--- src/rtl/discrete_gated_vco_bank.sv ---
// discrete_gated_vco_bank: NUM_CH gated VCO voices, each with an
// attack/sustain/release envelope that sets both amplitude and pitch.
// Voices are processed one per clock after each audio_clk_en, summed into a
// 20-bit accumulator, saturated and registered as one signed 16-bit sample.
// Voltage scale: 16384 = 12 V.
//
// Optional build macro: DISCRETE_VCO_DC_BLOCK_EN adds a one-pole DC blocker
// after saturation, costing one extra clock of latency.
//
// Ports:
//   clk           system clock
//   I_RSTn        asynchronous active-low reset
//   audio_clk_en  one-clock sample strobe (ignored while busy)
//   trigger       per-voice gate level, 1 = voice on
//   out           mixed signed 16-bit sample
//   busy          high while a voice sweep is in progress

module discrete_gated_vco_bank #(
   parameter int unsigned CLOCK_RATE  = 1000000,
   parameter int unsigned SAMPLE_RATE = 48000,
   parameter int unsigned NUM_CH      = 2,
   parameter int unsigned ATTACK_STEP = 1024,
   parameter int unsigned DECAY_SHIFT = 6,
   parameter logic [23:0] BASE_INC    = 24'd43690,
   parameter logic [23:0] MOD_INC     = 24'd87381,
   parameter int unsigned HP_SHIFT    = 8
) (
   input  logic                     clk,
   input  logic                     I_RSTn,
   input  logic                     audio_clk_en,
   input  logic [NUM_CH-1:0]        trigger,
   output logic signed [15:0]       out,
   output logic                     busy
);

   localparam int unsigned ENV_W  = 15;
   localparam int unsigned PH_W   = 24;
   localparam int unsigned ACC_W  = 20;
   localparam int unsigned PROD_W = ENV_W + PH_W;
   localparam int unsigned SLOT_W = $clog2(NUM_CH + 2);
   localparam int unsigned VIDX_W = (NUM_CH > 1) ? $clog2(NUM_CH) : 1;
   localparam logic [ENV_W-1:0]       ENV_FULL = ENV_W'(16384);
   localparam logic signed [ACC_W-1:0] POS_MAX = 20'sd32767;
   localparam logic signed [ACC_W-1:0] NEG_MIN = -20'sd32768;

   // Elaboration-time parameter sanity checks
   if (NUM_CH < 1 || NUM_CH > 8) begin : g_bad_num_ch
      $error("NUM_CH must be in 1..8");
   end
   if (CLOCK_RATE / SAMPLE_RATE < NUM_CH + 3) begin : g_bad_rate
      $error("CLOCK_RATE/SAMPLE_RATE must be at least NUM_CH+3");
   end
   if (HP_SHIFT < 1 || HP_SHIFT > 15) begin : g_bad_hp_shift
      $error("HP_SHIFT must be in 1..15");
   end

   typedef enum logic [1:0] {V_IDLE, V_ATTACK, V_SUSTAIN, V_RELEASE} voice_t;
   typedef enum logic [1:0] {SW_IDLE, SW_VOICE, SW_SAT, SW_HP} sweep_t;

   sweep_t                   sweep_q, sweep_d;
   logic [SLOT_W-1:0]        slot_q, slot_d;
   logic signed [ACC_W-1:0]  acc_q, acc_d;
   logic signed [15:0]       out_d;
   logic                     busy_d;

   voice_t                   v_state [NUM_CH];
   logic [ENV_W-1:0]         v_env   [NUM_CH];
   logic [PH_W-1:0]          v_phase [NUM_CH];

`ifdef DISCRETE_VCO_DC_BLOCK_EN
   logic signed [15:0]       x_cur, x_cur_d, x_prev, x_prev_d, y_prev, y_prev_d;
   logic signed [ACC_W-1:0]  hp_sum;
`endif

   // Current-slot voice datapath
   logic [VIDX_W-1:0]        vidx;
   voice_t                   cur_st, new_st;
   logic [ENV_W-1:0]         cur_env, new_env, dec_amt, rel_env;
   logic [PH_W-1:0]          cur_ph, new_ph, inc;
   logic [31:0]              att_sum;
   logic [PROD_W-1:0]        prod;
   logic                     cur_trig, clr_ph;
   logic signed [ACC_W-1:0]  env_s, contrib;

   function automatic logic signed [15:0] sat16(input logic signed [ACC_W-1:0] v);
      if (v > POS_MAX)      return 16'sh7fff;
      else if (v < NEG_MIN) return -16'sh8000;
      else                  return 16'(v);
   endfunction

   // Voice FSM and oscillator for the voice selected by the slot counter.
   // Gate changes take effect in the same slot: an attack step on gate-on,
   // one decay step on gate-off.
   always_comb begin
      vidx     = VIDX_W'(slot_q);
      cur_st   = v_state[vidx];
      cur_env  = v_env[vidx];
      cur_ph   = v_phase[vidx];
      cur_trig = trigger[vidx];
      new_st   = cur_st;
      new_env  = cur_env;
      clr_ph   = 1'b0;

      att_sum = 32'(cur_env) + 32'(ATTACK_STEP);
      dec_amt = ENV_W'(cur_env >> DECAY_SHIFT) + ENV_W'(1);
      rel_env = (dec_amt >= cur_env) ? '0 : cur_env - dec_amt;

      if (cur_st != V_SUSTAIN && cur_trig) begin
         // attack step (also entry from IDLE and retrigger from RELEASE)
         if (att_sum >= 32'(ENV_FULL)) begin
            new_env = ENV_FULL;
            new_st  = V_SUSTAIN;
         end else begin
            new_env = ENV_W'(att_sum);
            new_st  = V_ATTACK;
         end
      end else if (cur_st == V_SUSTAIN && cur_trig) begin
         new_env = ENV_FULL;
      end else if (cur_st == V_IDLE) begin
         new_env = '0;
         clr_ph  = 1'b1;
      end else begin
         // gate low in ATTACK/SUSTAIN/RELEASE: decay toward IDLE
         new_env = rel_env;
         if (rel_env == '0) begin
            new_st = V_IDLE;
            clr_ph = 1'b1;
         end else begin
            new_st = V_RELEASE;
         end
      end

      prod    = PROD_W'(new_env) * PROD_W'(MOD_INC);
      inc     = BASE_INC + PH_W'(prod >> 14);
      new_ph  = clr_ph ? '0 : cur_ph + inc;
      env_s   = signed'(ACC_W'(new_env));
      contrib = new_ph[PH_W-1] ? -env_s : env_s;
   end

`ifdef DISCRETE_VCO_DC_BLOCK_EN
   // y = x - x_prev + y_prev - y_prev/2^HP_SHIFT
   assign hp_sum = ACC_W'(x_cur) - ACC_W'(x_prev) + ACC_W'(y_prev) - ACC_W'(y_prev >>> HP_SHIFT);
`endif

   // Sweep sequencer: next state and registered-output next values
   always_comb begin
      sweep_d = sweep_q;
      slot_d  = slot_q;
      acc_d   = acc_q;
      out_d   = out;
`ifdef DISCRETE_VCO_DC_BLOCK_EN
      x_cur_d  = x_cur;
      x_prev_d = x_prev;
      y_prev_d = y_prev;
`endif
      unique case (sweep_q)
         SW_IDLE: begin
            if (audio_clk_en) begin
               sweep_d = SW_VOICE;
               slot_d  = '0;
            end
         end
         SW_VOICE: begin
            if (slot_q == '0) acc_d = contrib;
            else              acc_d = acc_q + contrib;
            if (slot_q == SLOT_W'(NUM_CH - 1)) sweep_d = SW_SAT;
            slot_d = slot_q + SLOT_W'(1);
         end
         SW_SAT: begin
`ifdef DISCRETE_VCO_DC_BLOCK_EN
            x_cur_d = sat16(acc_q);
            sweep_d = SW_HP;
            slot_d  = slot_q + SLOT_W'(1);
`else
            out_d   = sat16(acc_q);
            sweep_d = SW_IDLE;
`endif
         end
         default: begin
`ifdef DISCRETE_VCO_DC_BLOCK_EN
            out_d    = sat16(hp_sum);
            x_prev_d = x_cur;
            y_prev_d = sat16(hp_sum);
`endif
            sweep_d  = SW_IDLE;
         end
      endcase
      busy_d = (sweep_d != SW_IDLE);
   end

   // State, voice and output registers
   always_ff @(posedge clk or negedge I_RSTn) begin
      if (!I_RSTn) begin
         sweep_q <= SW_IDLE;
         slot_q  <= '0;
         acc_q   <= '0;
         out     <= '0;
         busy    <= 1'b0;
         for (int i = 0; i < int'(NUM_CH); i++) begin
            v_state[i] <= V_IDLE;
            v_env[i]   <= '0;
            v_phase[i] <= '0;
         end
`ifdef DISCRETE_VCO_DC_BLOCK_EN
         x_cur  <= '0;
         x_prev <= '0;
         y_prev <= '0;
`endif
      end else begin
         sweep_q <= sweep_d;
         slot_q  <= slot_d;
         acc_q   <= acc_d;
         out     <= out_d;
         busy    <= busy_d;
         if (sweep_q == SW_VOICE) begin
            v_state[vidx] <= new_st;
            v_env[vidx]   <= new_env;
            v_phase[vidx] <= new_ph;
         end
`ifdef DISCRETE_VCO_DC_BLOCK_EN
         x_cur  <= x_cur_d;
         x_prev <= x_prev_d;
         y_prev <= y_prev_d;
`endif
      end
   end

endmodule

--- config.mk ---
export PLATFORM = sky130hd
export DESIGN_NAME = discrete_gated_vco_bank
export DESIGN_NICKNAME = d
export VERILOG_FILES = /design/src/rtl/discrete_gated_vco_bank.sv
export SDC_FILE = /design/constraint.sdc
export NUM_CORES = 1
export LEC_CHECK = 0
export CAP_MARGIN = 20
export CORE_ASPECT_RATIO = 1.5
export CORE_MARGIN = 4
export CORE_UTILIZATION = 58
export CTS_CLUSTER_DIAMETER = 30
export DETAILED_ROUTE_END_ITERATION = 10
export MAX_ROUTING_LAYER = met4
export PLACE_DENSITY = 0.75
export SLEW_MARGIN = 20
export SYNTH_ARGS = -nofsm -noshare
export SYNTH_HDL_FRONTEND = slang
export SYNTH_SLANG_ARGS = --single-unit
--- constraint.sdc ---
create_clock -name clk -period 43.4 [get_ports clk]
set_clock_uncertainty 0.05 [all_clocks]
set_input_delay 4.34 -clock clk [delete_from_list [all_inputs] [get_ports clk]]
set_output_delay 4.34 -clock clk [all_outputs]
set_load 0.01 [all_outputs]
==> results of run 1 <==
cell usage after synthesis, types with 20 or more instances:
| library cell | number |
|---|---|
| ha_1 | 170 |
| xor2_1 | 31 |
| o21ai_0 | 122 |
| dfrtp_1 | 123 |
| nand2_1 | 187 |
| inv_1 | 109 |
| nor3_1 | 20 |
| a21oi_1 | 61 |
| clkbuf_1 | 32 |
| a21o_1 | 26 |
| mux2_2 | 23 |
| nor2_1 | 82 |
| xnor2_1 | 52 |
| fa_1 | 49 |
worst min path at each step:
stage / startpoint / to / slack (ps) / cells past startpoint
floorplan: v_env[22] / v_env[22] / 390 / 2
global placement: out[1] / out[1] / 400 / 2
detailed placement: out[0] / out[0] / 410 / 2
CTS: out[0] / out[0] / 420 / 2
global route: out[14] / out[14] / 440 / 2
finish: out[3] / out[3] / 410 / 2
cells by family (layout without fill, tap and decap cells):
| family | Yosys count | in the layout | share of synthesized area |
|---|---|---|---|
| fa+ha+maj | 219 | 219 | 0.255 |
| mux | 43 | 43 | 0.0394 |
| buf+inv | 159 | 175 | 0.0520 |
| compound gates | 356 | 356 | 0.197 |
| flops | 123 | 123 | 0.253 |
| simple gates | 381 | 381 | 0.143 |
| xor+xnor | 83 | 83 | 0.0598 |
critical path, delay by kind of cell:
kind | cells | cell delay (ps)
AO/OA/AOI/OAI | 26 | 6810
XOR/XNOR | 2 | 290
adder cells (fa/ha/maj) | 10 | 4000
buffers and inverters | 7 | 890
AND/OR/NAND/NOR | 7 | 1670
state kept, by name, summed over array words and instances (netlist names):
name,flops
acc_q,20
busy,1
out,16
slot_q,2
sweep_q,2
v_env,30
v_phase,48
v_state,4
layer usage:
| metal | vias up | track usage | part of all wire |
|---|---|---|---|
| met4 | 0 | 0.131 | 0.047 |
| met3 | 92 | 0.0369 | 0.032 |
| met2 | 233 | 0.484 | 0.53 |
| met5 | - | - | 0 |
| met1 | 4651 | 0.280 | 0.39 |
| li1 | 4814 | - | - |
final cells by class:
type	count	area [um2]
sequential	123	3080
fill	1718	7320
tap	264	330
clock inverter	14	163
timing repair buffer	32	294
clock buffer	18	439
inverter	111	417
multi-input combinational	1082	8460
through the flow:
stage / instance area [um2] / setup slack (ps) / utilization / instances
floorplan: 12200 / 27620 / - / 1364
global placement: 12600 / 25690 / 0.613 / 1612
detailed placement: 12600 / 25340 / 0.613 / 1612
CTS: 13200 / 25750 / 0.643 / 1644
global route: 13200 / 24700 / 0.643 / 1644
finish: 13200 / 25670 / 0.643 / 1644
==> impl_metrics.yaml, run 1 <==
placement:
  portBuffers: 21
  gp_congestion: 0.929
  dp_hpwl_mm: 22.4
clock_network:
  clock_sinks: 123
  clockBufferDepth: 2
  clock_latency_ps: 440
  clockRootBuffer: "clkbuf_16"
  hold_buffers: 0
  post_cts_buffers: 0
  cts_made_buffers: 17
  h-tree-depth: 4
  cts_resized: 0
  clk_pin_slew_ps: 60
  cts_tree: "yes"
synthesis:
  synth-edff-count: 0
  synthTopCellsByArea: "dfrtp_1, ha_1, fa_1"
  synthArstFlopShare: 1.00
  synth_seq_cells: 123
  yosysUniqueCellTypes: 90
  synth_nets: 1588
  synthesis.area_um2: 12200
  synth.avg_cell_area_um2: 8.92
  yosysSeqAreaShare: 0.253
  synth_top_cell_by_area: "dfrtp_1"
  ys.warnings.count: 0
  yosysTopAreaCellShare: 0.253
  syn_inst: 1364
  synthFlopType: "dfrtp_1"
timing:
  setup_viol: 0
  period_minus_slack_ps: 17730
  slew_viol_final: 0
  post-route-period-util: 0.409
  hold_viol: 0
  rsz0062_at_grt: "no"
  tightest_slew_ps: 1040
  clock.fmax_ghz: 0.0564
  hold_slack_ps: 412
  slew_headroom: 0.310
  tns_ps: 0
global_routing:
  grtUsageTotal: 0.265
  grt_pass1_vias: 10200
  antenna_found_initial: 0
  grt_pass1_wl_mm: 48.8
  globalRouteOverflowTotal: 0
  grt_max_degree: 83
critical_path:
  start_kind: "input pin"
  critPathCapture: "acc_q[19]"
  cp-end-kind: "flop"
  r2r_start: "slot_q[0]"
  reg2reg_slack_ps: 26780
  rr_worst_depth: 61
  critPathSlowestCell: "fa_1"
  cp_common_cell: "a21oi_1"
  cp_max_fo: 17
  r2r-end: "acc_q[19]"
  startpoint: "trigger[0]"
  worstPathArrival_ps: 17990
  critPathKind: "in -> reg"
  cp.required_ps: 43660
  critical-path-max-stage-delay_ps: 640
die:
  rows: 64
  core_um2: 20500
  initial_utilization: 0.593
  die_h_um: 185
  dieArea_um2: 23400
  die_x_um: 126
  io_pins: 22
finish:
  layout_commonest_cell: "nand2_1"
  mostFrequentLayoutCells: "nand2_1, ha_1, o21ai_0, dfrtp_1, inv_1"
  syn2layout_area_growth_pct: 8.35
  drive_gt1_frac: 0.0812
  diodes: 0
  finish.net_count: 1591
routing:
  vias: 9790
  drt_wl_total_mm: 28.5
  first_pass_iters: 5
  drc: 0
  first_iter_violations: 524
  wl_per_cell_um: 17.3
  drtAntennaViolNets: 0
  vias_per_cell: 5.95
worst_hold_path:
  hold_class: "reg -> reg"
job:
  cap_violations: 0
run_status:
  status: "completed"
Power of run 1 is left out: the tool's default activity adds up to more than one toggle a clock period on the data nets, which glitch-free logic cannot reach.
==> run 2: changes to the inputs <==
--- a/config.mk
+++ b/config.mk
@@ -12,7 +12,7 @@
 export CTS_CLUSTER_DIAMETER = 30
 export DETAILED_ROUTE_END_ITERATION = 10
 export MAX_ROUTING_LAYER = met4
-export PLACE_DENSITY = 0.75
+export PLACE_DENSITY = 0.78
 export SLEW_MARGIN = 20
 export SYNTH_ARGS = -nofsm -noshare
 export SYNTH_HDL_FRONTEND = slang
==> constraint.sdc (replaced) <==
create_clock -name clk -period 16.3 [get_ports clk]
set_clock_uncertainty 0.05 [all_clocks]
set_input_delay 1.63 -clock clk [delete_from_list [all_inputs] [get_ports clk]]
set_output_delay 1.63 -clock clk [all_outputs]
set_load 0.01 [all_outputs]
==> impl_metrics.yaml, run 2 (synthesized netlist as in run 1, its figures left out) <==
timing:
  slew_headroom: 0.410
  tns_ps: 0
  clock.fmax_ghz: 0.0653
  setup_viol: 0
  hold_viol: 0
  slew_viol_final: 0
  post-route-period-util: 0.939
  tightest_slew_ps: 885
  period_minus_slack_ps: 15310
finish:
  top_regs: "v_phase (48), v_env (30), acc_q (20)"
  diodes: 0
  largest_reg_flops: 48
  drive_gt1_frac: 0.0866
  top_register: "v_phase"
  finish.net_count: 1597
  layout_commonest_cell: "nand2_1"
  syn2layout_area_growth_pct: 8.62
  mostFrequentLayoutCells: "nand2_1, ha_1, dfrtp_1, o21ai_0, inv_1"
clock_network:
  hold_buffers: 0
  clockBufferDepth: 2
  clock_sinks: 123
  cts_made_buffers: 17
  h-tree-depth: 4
  clock_latency_ps: 440
  post_cts_buffers: 0
  cts_tree: "yes"
  clk_pin_slew_ps: 60
  clockRootBuffer: "clkbuf_16"
  cts_resized: 0
routing:
  drc: 0
  wl_per_cell_um: 18.1
  drtAntennaViolNets: 0
  first_pass_iters: 5
  first_iter_violations: 605
  drt_wl_total_mm: 29.9
  vias: 10100
  vias_per_cell: 6.10
critical_path:
  worstPathArrival_ps: 15570
  critPathSlowestCell: "fa_1"
  cp_max_fo: 17
  rr_worst_depth: 58
  cp.required_ps: 16570
  startpoint: "slot_q[0]"
  critPathKind: "reg -> reg"
  crit_family: "compound AO/OA/AOI/OAI gates"
  cp-end-kind: "flop"
  crit_cells: 58
  crit_buf_inv: 7
  critical-path-max-stage-delay_ps: 640
  start_kind: "flop"
  r2r_start: "slot_q[0]"
worst_hold_path:
  hold_path_startpoint: "out[6]"
  hold_depth: 2
  hold_class: "reg -> reg"
global_routing:
  grt_pass1_wl_mm: 50.7
  antenna_found_initial: 0
  grt_max_degree: 78
  grt_pass1_vias: 10400
  globalRouteOverflowTotal: 0
  grtUsageTotal: 0.276
die:
  rows: 64
  io_pins: 22
  dieArea_um2: 23400
  initial_utilization: 0.593
  die_h_um: 185
  die_x_um: 126
  core_um2: 20500
placement:
  dp_hpwl_mm: 23.2
  gp_congestion: 0.928
  portBuffers: 21
job:
  cap_violations: 0
run_status:
  status: "completed"
## run 2: cell count changes in the layout (fill, tap and decap cells not counted), sizes merged
cell,previous run,this run
inv,116,115
buf,12,18
bufinv,2,1
clkinv,7,5
clkbuf,18,20
clkinvlp,0,2
## run 2: tightest hold or removal path, cell delays in order, from the launching register on
cell	delay, ps
dfrtp_1	340
nand2_1	50
nand2_1	40
## run 2: per-stage QoR
step           setup WS, ps  cell area, um2  instances  hold slack, ps   util
2_1_floorplan          2000           12200       1364             392      -
3_3_place_gp            846           12600       1618             403  0.616
3_5_place_dp            337           12600       1618             406  0.616
4_1_cts                 240           13200       1650             419  0.643
5_1_grt               -20.8           13200       1650             438  0.645
6_report                993           13200       1650             412  0.645
## run 2: final timing paths
kind / endpoint / slack, ps
hold reg to reg: out[6] / 410
setup / recovery: acc_q[18] / 990
setup reg to reg: acc_q[18] / 990
min in group asynchronous: acc_q[10] / 1260
hold / removal: out[6] / 410
max in group asynchronous: slot_q[0] / 13660
## run 2: cell type report
class	instances	area, um2
fill	1719	7290
multi-input combinational	1082	8490
clock inverter	12	115
sequential	123	3080
inverter	111	417
clock buffer	20	447
tap	264	330
timing repair buffer	38	335
## run 2: routing by layer
metal  global-route usage  up-vias  share of wire
li1                     -     4834              -
met4                0.141        0          0.050
met3               0.0387      113          0.033
met5                    -        -              0
met2                0.507      251           0.53
met1                0.287     4863           0.39
Power of run 2 is left out for the same reason.
